File: config.mk
export PLATFORM = sky130hd
export DESIGN_NAME = dyser_cfg_loader
export DESIGN_NICKNAME = d
export VERILOG_FILES = /design/src/rtl/dyser_cfg_loader.sv
export SDC_FILE = /design/constraint.sdc
export NUM_CORES = 1
export LEC_CHECK = 0
export ABC_CLOCK_PERIOD_IN_PS = 2950
export BUFFER_PORTS_ARGS = -buffer_cell sky130_fd_sc_hd__buf_4
export CORE_UTILIZATION = 55
export CTS_CLUSTER_SIZE = 14
export DETAILED_ROUTE_END_ITERATION = 10
export PLACE_DENSITY_LB_ADDON = 0.05
export SLEW_MARGIN = 20
export SYNTH_ARGS = -nofsm -noshare
export SYNTH_HDL_FRONTEND = slang
export SYNTH_SLANG_ARGS = --single-unit
File: constraint.sdc
create_clock -name clk -period 2.95 [get_ports clk]
set_clock_uncertainty 0.1 [all_clocks]
set_input_delay 0.1475 -clock clk [delete_from_list [all_inputs] [get_ports clk]]
set_output_delay 0.1475 -clock clk [all_outputs]
set_load 0.01 [all_outputs]
File: src/rtl/dyser_cfg_loader.sv
// dyser_cfg_loader: streams a CFG_WORDS-long configuration image from a
// synchronous config ROM into the DySER fabric config port, one word per
// cycle, holding off core traffic while loading.
// Optional build macro: DYSER_CFG_CHECKSUM_EN -- fetch one extra trailing
// checksum word, XOR-check the forwarded image and report cfg_err with done.
module dyser_cfg_loader #(
  parameter int unsigned CFG_WORDS  = 17,
  parameter int unsigned CFG_WIDTH  = 21,
  parameter int unsigned ADDR_WIDTH = 8
) (
  input  logic                  clk,
  input  logic                  rst,
  input  logic                  start,
  input  logic                  abort,
  input  logic [ADDR_WIDTH-1:0] base_addr,
  output logic                  rom_en,
  output logic [ADDR_WIDTH-1:0] rom_addr,
  input  logic [CFG_WIDTH-1:0]  rom_data,
  output logic [CFG_WIDTH-1:0]  config_bits,
  output logic                  config_en,
  output logic                  busy,
  output logic                  dyser_hold,
  output logic                  done,
  output logic                  cfg_err
);

`ifdef DYSER_CFG_CHECKSUM_EN
  localparam int unsigned NFETCH = CFG_WORDS + 1;
`else
  localparam int unsigned NFETCH = CFG_WORDS;
`endif
  localparam int unsigned CNT_W = $clog2(NFETCH + 1);

  typedef enum logic [1:0] {S_IDLE, S_LOAD, S_DRAIN, S_DONE} state_t;

  state_t                 state;
  logic [ADDR_WIDTH-1:0]  base_r;
  logic [CNT_W-1:0]       cnt;      // number of addresses issued so far
  logic                   rd_pend;  // ROM read in flight, data arrives this cycle
  logic                   cap;      // a ROM word was captured last edge
`ifdef DYSER_CFG_CHECKSUM_EN
  logic                   rd_ck;    // in-flight read is the checksum word
  logic [CFG_WIDTH-1:0]   xor_acc;
  logic [CFG_WIDTH-1:0]   ck_word;
`endif

  assign dyser_hold = busy;

  // Sequencer FSM plus the registered ROM-to-fabric data pipeline
  always_ff @(posedge clk or negedge rst) begin
    if (!rst) begin
      state       <= S_IDLE;
      base_r      <= '0;
      cnt         <= '0;
      rd_pend     <= 1'b0;
      cap         <= 1'b0;
      rom_en      <= 1'b0;
      rom_addr    <= '0;
      config_bits <= '0;
      config_en   <= 1'b0;
      busy        <= 1'b0;
      done        <= 1'b0;
      cfg_err     <= 1'b0;
`ifdef DYSER_CFG_CHECKSUM_EN
      rd_ck       <= 1'b0;
      xor_acc     <= '0;
      ck_word     <= '0;
`endif
    end else begin
      done    <= 1'b0;
      rd_pend <= rom_en;
      cap     <= rd_pend;
`ifdef DYSER_CFG_CHECKSUM_EN
      // The address presented now has index cnt-1; the checksum sits at CFG_WORDS.
      rd_ck       <= rom_en && (cnt == CNT_W'(NFETCH));
      config_en   <= rd_pend && !rd_ck;
      config_bits <= (rd_pend && !rd_ck) ? rom_data : '0;
      if (rd_pend && !rd_ck) xor_acc <= xor_acc ^ rom_data;
      if (rd_pend && rd_ck)  ck_word <= rom_data;
`else
      config_en   <= rd_pend;
      config_bits <= rd_pend ? rom_data : '0;
`endif
      case (state)
        S_IDLE: begin
          if (start) begin
            base_r   <= base_addr;
            rom_addr <= base_addr;
            rom_en   <= 1'b1;
            cnt      <= CNT_W'(1);
            busy     <= 1'b1;
            cfg_err  <= 1'b0;
`ifdef DYSER_CFG_CHECKSUM_EN
            xor_acc  <= '0;
`endif
            state    <= S_LOAD;
          end
        end
        S_LOAD, S_DRAIN: begin
          if (abort) begin
            state       <= S_IDLE;
            rom_en      <= 1'b0;
            busy        <= 1'b0;
            rd_pend     <= 1'b0;
            cap         <= 1'b0;
            config_en   <= 1'b0;
            config_bits <= '0;
`ifdef DYSER_CFG_CHECKSUM_EN
            rd_ck       <= 1'b0;
`endif
          end else if (state == S_LOAD) begin
            if (cnt == CNT_W'(NFETCH)) begin
              rom_en <= 1'b0;
              state  <= S_DRAIN;
            end else begin
              rom_addr <= base_r + ADDR_WIDTH'(cnt);
              cnt      <= cnt + CNT_W'(1);
            end
          end else if (!rd_pend && !cap) begin
            // Leave only once the last fetched word has been captured and retired.
            done  <= 1'b1;
            state <= S_DONE;
`ifdef DYSER_CFG_CHECKSUM_EN
            cfg_err <= (xor_acc != ck_word);
`endif
          end
        end
        S_DONE: begin
          busy  <= 1'b0;
          state <= S_IDLE;
        end
        default: state <= S_IDLE;
      endcase
    end
  end

endmodule

Word level (Yosys, flattened, before mapping)
Index checks and enable logic that the tools add are counted.
{"block": "classes", "addsub": 2, "eq_ne": 13, "mux": 34, "n_reduce_logical": 11}
{"op": "$mux 21", "count": 3}
{"op": "$mux 8", "count": 4}
{"op": "$mux 5", "count": 4}
{"op": "$pmux 8 s2", "count": 1}
{"op": "$mux 1", "count": 13}
{"op": "$mux 2", "count": 5}
{"op": "$ne 2x2->1 const B", "count": 5}
{"op": "$pmux 5 s2", "count": 1}
{"op": "$add 8x5->8", "count": 1}
{"op": "$ne 4x4->1 const B", "count": 2}
{"op": "$ne 3x3->1 const B", "count": 2}
{"op": "$pmux 2 s3", "count": 1}
{"op": "$add 5x1->5 const B", "count": 1}
{"op": "$eq 5x5->1 const B", "count": 1}
{"op": "$reduce_and 5->1", "count": 1}
{"op": "$eq 2x2->1 const B", "count": 2}
{"op": "$reduce_and 2->1", "count": 2}
{"op": "$reduce_and 4->1", "count": 1}
{"op": "$pmux 1 s3", "count": 1}
{"op": "$reduce_and 3->1", "count": 1}
{"op": "$eq 2x1->1 const B", "count": 1}
{"op": "$logic_not 1->1", "count": 2}
{"op": "$logic_not 2->1", "count": 1}
{"op": "$pmux 1 s2", "count": 1}
{"op": "other kinds (3)", "count": 3}
{"block": "totals", "ff_bits": 49, "in_bits": 33, "output_inout_bits": 35}

Longest topological paths before layout
{"block": "logic_depth", "ltp_word": 6, "depth_mapped": 8, "mapped_depth_nobuf": 8}

Least setup slack after synthesis
No wires, ideal clock.
{"block": "synth_timing", "path_kind": "register to register", "from": "register cnt[3]", "to": "register rom_addr[7]", "arrival_ns": 1.777, "t_required_ns": 2.786, "setup_slack_ns": 1.009, "stages_incl_launch_ff": 7, "period_less_slack_ns": 1.941, "path_cell_list": "dfrtp_1 > ha_1 > o21a_2 > a211oi_2 > or4_4 > a311oi_2 > a21o_1"}
{"block": "synth_between", "elab_chain_len": 5}
{"item": "start: declaration", "line": "38", "rtl": "logic [CNT_W-1:0] cnt;"}
{"item": "start signal: assignment", "line": "117", "rtl": "cnt <= cnt + CNT_W'(1);"}
{"item": "$add 8x5->8", "line": "116", "rtl": "rom_addr <= base_r + ADDR_WIDTH'(cnt);"}
{"item": "$mux 8", "line": "112", "rtl": "if (cnt == CNT_W'(NFETCH)) begin"}
{"item": "$mux 8", "line": "111", "rtl": "end else if (state == S_LOAD) begin"}
{"item": "$mux 8", "line": "100", "rtl": "if (abort) begin"}
{"item": "$pmux 8 s2", "line": "84", "rtl": "case (state)"}
{"item": "end signal: assignment", "line": "88", "rtl": "rom_addr <= base_addr;"}
{"item": "end signal: assignment", "line": "116"}
{"item": "end: declaration", "line": "17", "rtl": "output logic [ADDR_WIDTH-1:0] rom_addr,"}
Several ways; a longest one is shown, not always the timed one. The select of a mux whose other input is x is not followed.
A chain may end at the register's enable or synchronous reset.

Worst setup path in the final report
{"block": "layout_timing", "from": "register state[0]", "to": "register cnt[4]"}
{"block": "layout_between", "elab_chain_len": 4}
{"item": "start: declaration", "line": "36", "rtl": "state_t state;"}
{"item": "start signal: assignment", "line": "52", "rtl": "state <= S_IDLE;"}
{"item": "start signal: assignment", "line": "96", "rtl": "state <= S_LOAD;"}
{"item": "start signal: assignment", "line": "101", "rtl": "state <= S_IDLE;"}
{"item": "$eq 2x1->1 / $eq 2x2->1 (equally long branches)", "line": "84, 111"}
{"item": "$reduce_or 2->1", "line": "84"}
{"item": "$ne 2x2->1 (no line) / $reduce_bool 2->1 (equally long branches)"}
{"item": "$reduce_and 5->1 (no line)"}
Several ways; a longest one is shown, not always the timed one.

==> flow_metrics.tcl <==
set metrics [dict create \
    run_status "finished clean" \
    synth.most_common_cell "sky130_fd_sc_hd__dfrtp_1" \
    cts_inserted_buffers 5 \
    synth_largest_type_area_fraction 0.531 \
    grt_pass1_wl_mm 7.81 \
    clkTransAtPathRegs_ps 90 \
    root_buffer "sky130_fd_sc_hd__clkbuf_8" \
    critical_path_peak_fanout 25 \
    standby_leakage_power_nw 1.64 \
    min_period_ps 2370 \
    post_synth_inst_count 199 \
    ir_worst_vdd_mv 0.821 \
    std_cell_rows 23 \
    clock_path_buffers 2 \
    reg2reg_to "cnt[4]" \
    tightest_slew_ps 652 \
    fp.dieH_um 66.8 \
    crit_path_top_delay_cell "sky130_fd_sc_hd__ha_1" \
    cts_hold_buffers 30 \
    drt-vias-per-instance 5.26 \
    synth_sequential_area_ratio 0.531 \
    grt_antenna_before_repair 0 \
    track_usage 0.239 \
    postCtsSetupRepairBufs 0 \
    final_number_of_setup_violating_endpoints 0 \
    timing.critical_path.arrival_ps 2470 \
    cell_family_contributing_the_most_delay_on_the_critical_path "compound AO/OA/AOI/OAI gates" \
    synthDominantAreaCellType "sky130_fd_sc_hd__dfrtp_1" \
    coreArea_sq_um 4000 \
    cts_tree "yes" \
    hold_violations 0 \
    post_synth_edffs 0 \
    timing_max_transition_violations_final 0 \
    synth.avg_cell_area_sq_um 11.6 \
    routedWlPerCell_um 14.1 \
    yosys_warnings 0 \
    dieArea_sq_um 4460 \
    gp_routability_congestion 0.782 \
    timing.critical_path.required_ps 3050 \
    rr_startpoint "state[0]" \
    grt_pass1_vias 1731 \
    hold_path_class "in -> reg" \
    finish.utilization 0.805 \
    fin_setup_tns_ps 0 \
    worst-setup-path-type "reg -> reg" \
    dpl.hpwl_mm 3.16 \
    total_drc_errors_in_the_routed_layout 0 \
    layout-drive-gt1-share 0.329 \
    critPathLaunchType "flop" \
    worstRegToRegCells 6 \
    maxSlewHeadroom 0.565 \
    yosys_most_used_dff "sky130_fd_sc_hd__dfrtp_1" \
    nNetsFinal 340 \
    setup_ws_ps 580 \
    worst_setup_path_end_kind "flop" \
    fillers 256 \
    mappedNetlistNets 245 \
    whs_path_depth 4 \
    detail_route.first_pass.iterations 4 \
    floorplan.die.width_um 66.8 \
    h-tree-depth 2 \
    syn-cell-area_sq_um 2310 \
    worst_path_largest_cell_delay_ps 670 \
    r2r_slack_ps 580 \
    hold_start "start" \
    final_antenna_net_count 0 \
    ioPinCount 68 \
    crit_buf_inv 1 \
    max_cap_viol_count 0 \
    cts.sinks 49 \
    synth_commonest_cells "sky130_fd_sc_hd__dfrtp_1 (49), sky130_fd_sc_hd__and3_1 (21), sky130_fd_sc_hd__nand2_1 (19)" \
    synth.distinct_cells 48 \
    grt_max_degree 50 \
    pre_cts_ws_ps 587 \
    power-per-cell-area_nw_per_um2 1020 \
    port_buf_inserts 66 \
    period_share 0.803 \
    grt_remaining_overflow 0 \
    number_of_resized_instances_in_the_post_cts_repair_step 0 \
    insertion_delay_ps 310 \
    routed_wirelength_mm 4.87 \
    rsz0062_at_grt "no" \
    synth-async-reset-ratio 1.00 \
    detailedRoute.firstIterationViolations 77 \
    ys_ff_latch 49 \
    crit_chain "inv_1, ha_1, nand2_1, o2111ai_4, o21ai_0, a22o_1" \
    vias 1815 \
    register_area_sq_um 1230 \
    netlist_top_cells_area "sky130_fd_sc_hd__dfrtp_1 (53%), sky130_fd_sc_hd__ha_1 (6.5%), sky130_fd_sc_hd__and3_1 (5.7%), sky130_fd_sc_hd__mux2_2 (5.4%), sky130_fd_sc_hd__nand2_1 (3.1%)" \
    initial_utilization 0.577 \
    antenna-diode-count 0 \
    multi_input_comb_area_sq_um 1020 \
    fmax_mhz 422 \
    whs_endpoint "rom_en" \
    area_growth_syn_to_layout_pct 39.6 \
]
sequential cells by signal, summed over array words and instances (netlist names):
register,count
rom_addr,8
base_r,8
cnt,5
rom_en,1
busy,1
cap,1
done,1
config_bits,21
rd_pend,1
state,2
final cells by class:
| cell class | instances | share of cell area |
|---|---|---|
| multi-input combinational | 135 | 0.315 |
| timing repair buffer | 97 | 0.249 |
| tap | 50 | 0.0194 |
| clock inverter | 3 | 0.00660 |
| inverter | 6 | 0.00699 |
| sequential | 49 | 0.381 |
| clock buffer | 5 | 0.0214 |
cell usage in the layout, fill, tap and decap left out, drive strengths merged, types with 2 or more instances in the layout:
cell,instances
nor2b,3
buf,67
nor2,5
nand2b,5
o2111ai,2
inv,6
clkinv,2
o21a,3
and3,21
clkbuf,5
o21ai,11
a22o,3
dfrtp,49
and2,2
a211o,2
xnor2,2
mux2,11
nand2,19
or2,2
ha,12
dlygate4sd3,30
a21o,2
a21oi,3
o31ai,2
nand3,4
o221ai,2
mux2i,2
logic make-up after synthesis:
logic type,count (synthesis),synth area share
other cells,1,0.00163
flops,49,0.531
xor+xnor,2,0.00759
fa+ha+maj,13,0.0738
buf+inv,15,0.0282
compound gates,38,0.127
simple gates,68,0.162
mux,13,0.0678
routing by layer:
layer | part of all wire | track usage | vias to the layer above
li1 | - | - | 894
met1 | 0.44 | 0.312 | 864
met2 | 0.51 | 0.403 | 52
met3 | 0.042 | 0.0479 | 5
met4 | 0.010 | 0.0638 | 0
met5 | 0 | 0 | -
worst max path at each step:
stage	end	cells after the start	startpoint	slack, ps
after floorplan	rom_addr[7]	6	cnt[3]	1010
after global placement	cnt[0]	5	state[0]	690
after detailed placement	cnt[4]	6	state[0]	590
after CTS	cnt[4]	6	state[0]	560
after global routing	cnt[4]	6	state[0]	370
final	cnt[4]	6	state[0]	580
through the flow:
step	power (mW)	instances	instance area (sq um)	hold WS (ps)
6_report	3.29	345	3220	107
5_1_grt	3.57	345	3220	104
4_1_cts	3.30	345	3220	98.9
3_5_place_dp	2.87	307	2830	99.1
3_3_place_gp	2.83	307	2830	99.0
2_1_floorplan	2.35	199	2310	-248
power breakdown:
group / switching, mW / total (mW) / leakage (nW) / internal [mW]
logic: 0.914 / 1.77 / 0.963 / 0.853
clock network: 0.231 / 0.400 / 0.0445 / 0.168
registers: 0.195 / 1.13 / 0.628 / 0.931
worst register-to-register path, cell delays in order (launching register included):
cell	delay, ps
sky130_fd_sc_hd__dfrtp_1	410
sky130_fd_sc_hd__inv_1	100
sky130_fd_sc_hd__ha_1	680
sky130_fd_sc_hd__nand2_1	210
sky130_fd_sc_hd__o2111ai_4	350
sky130_fd_sc_hd__o21ai_0	210
sky130_fd_sc_hd__a22o_1	210
No activity file was read; power rests on OpenSTA's default activity.
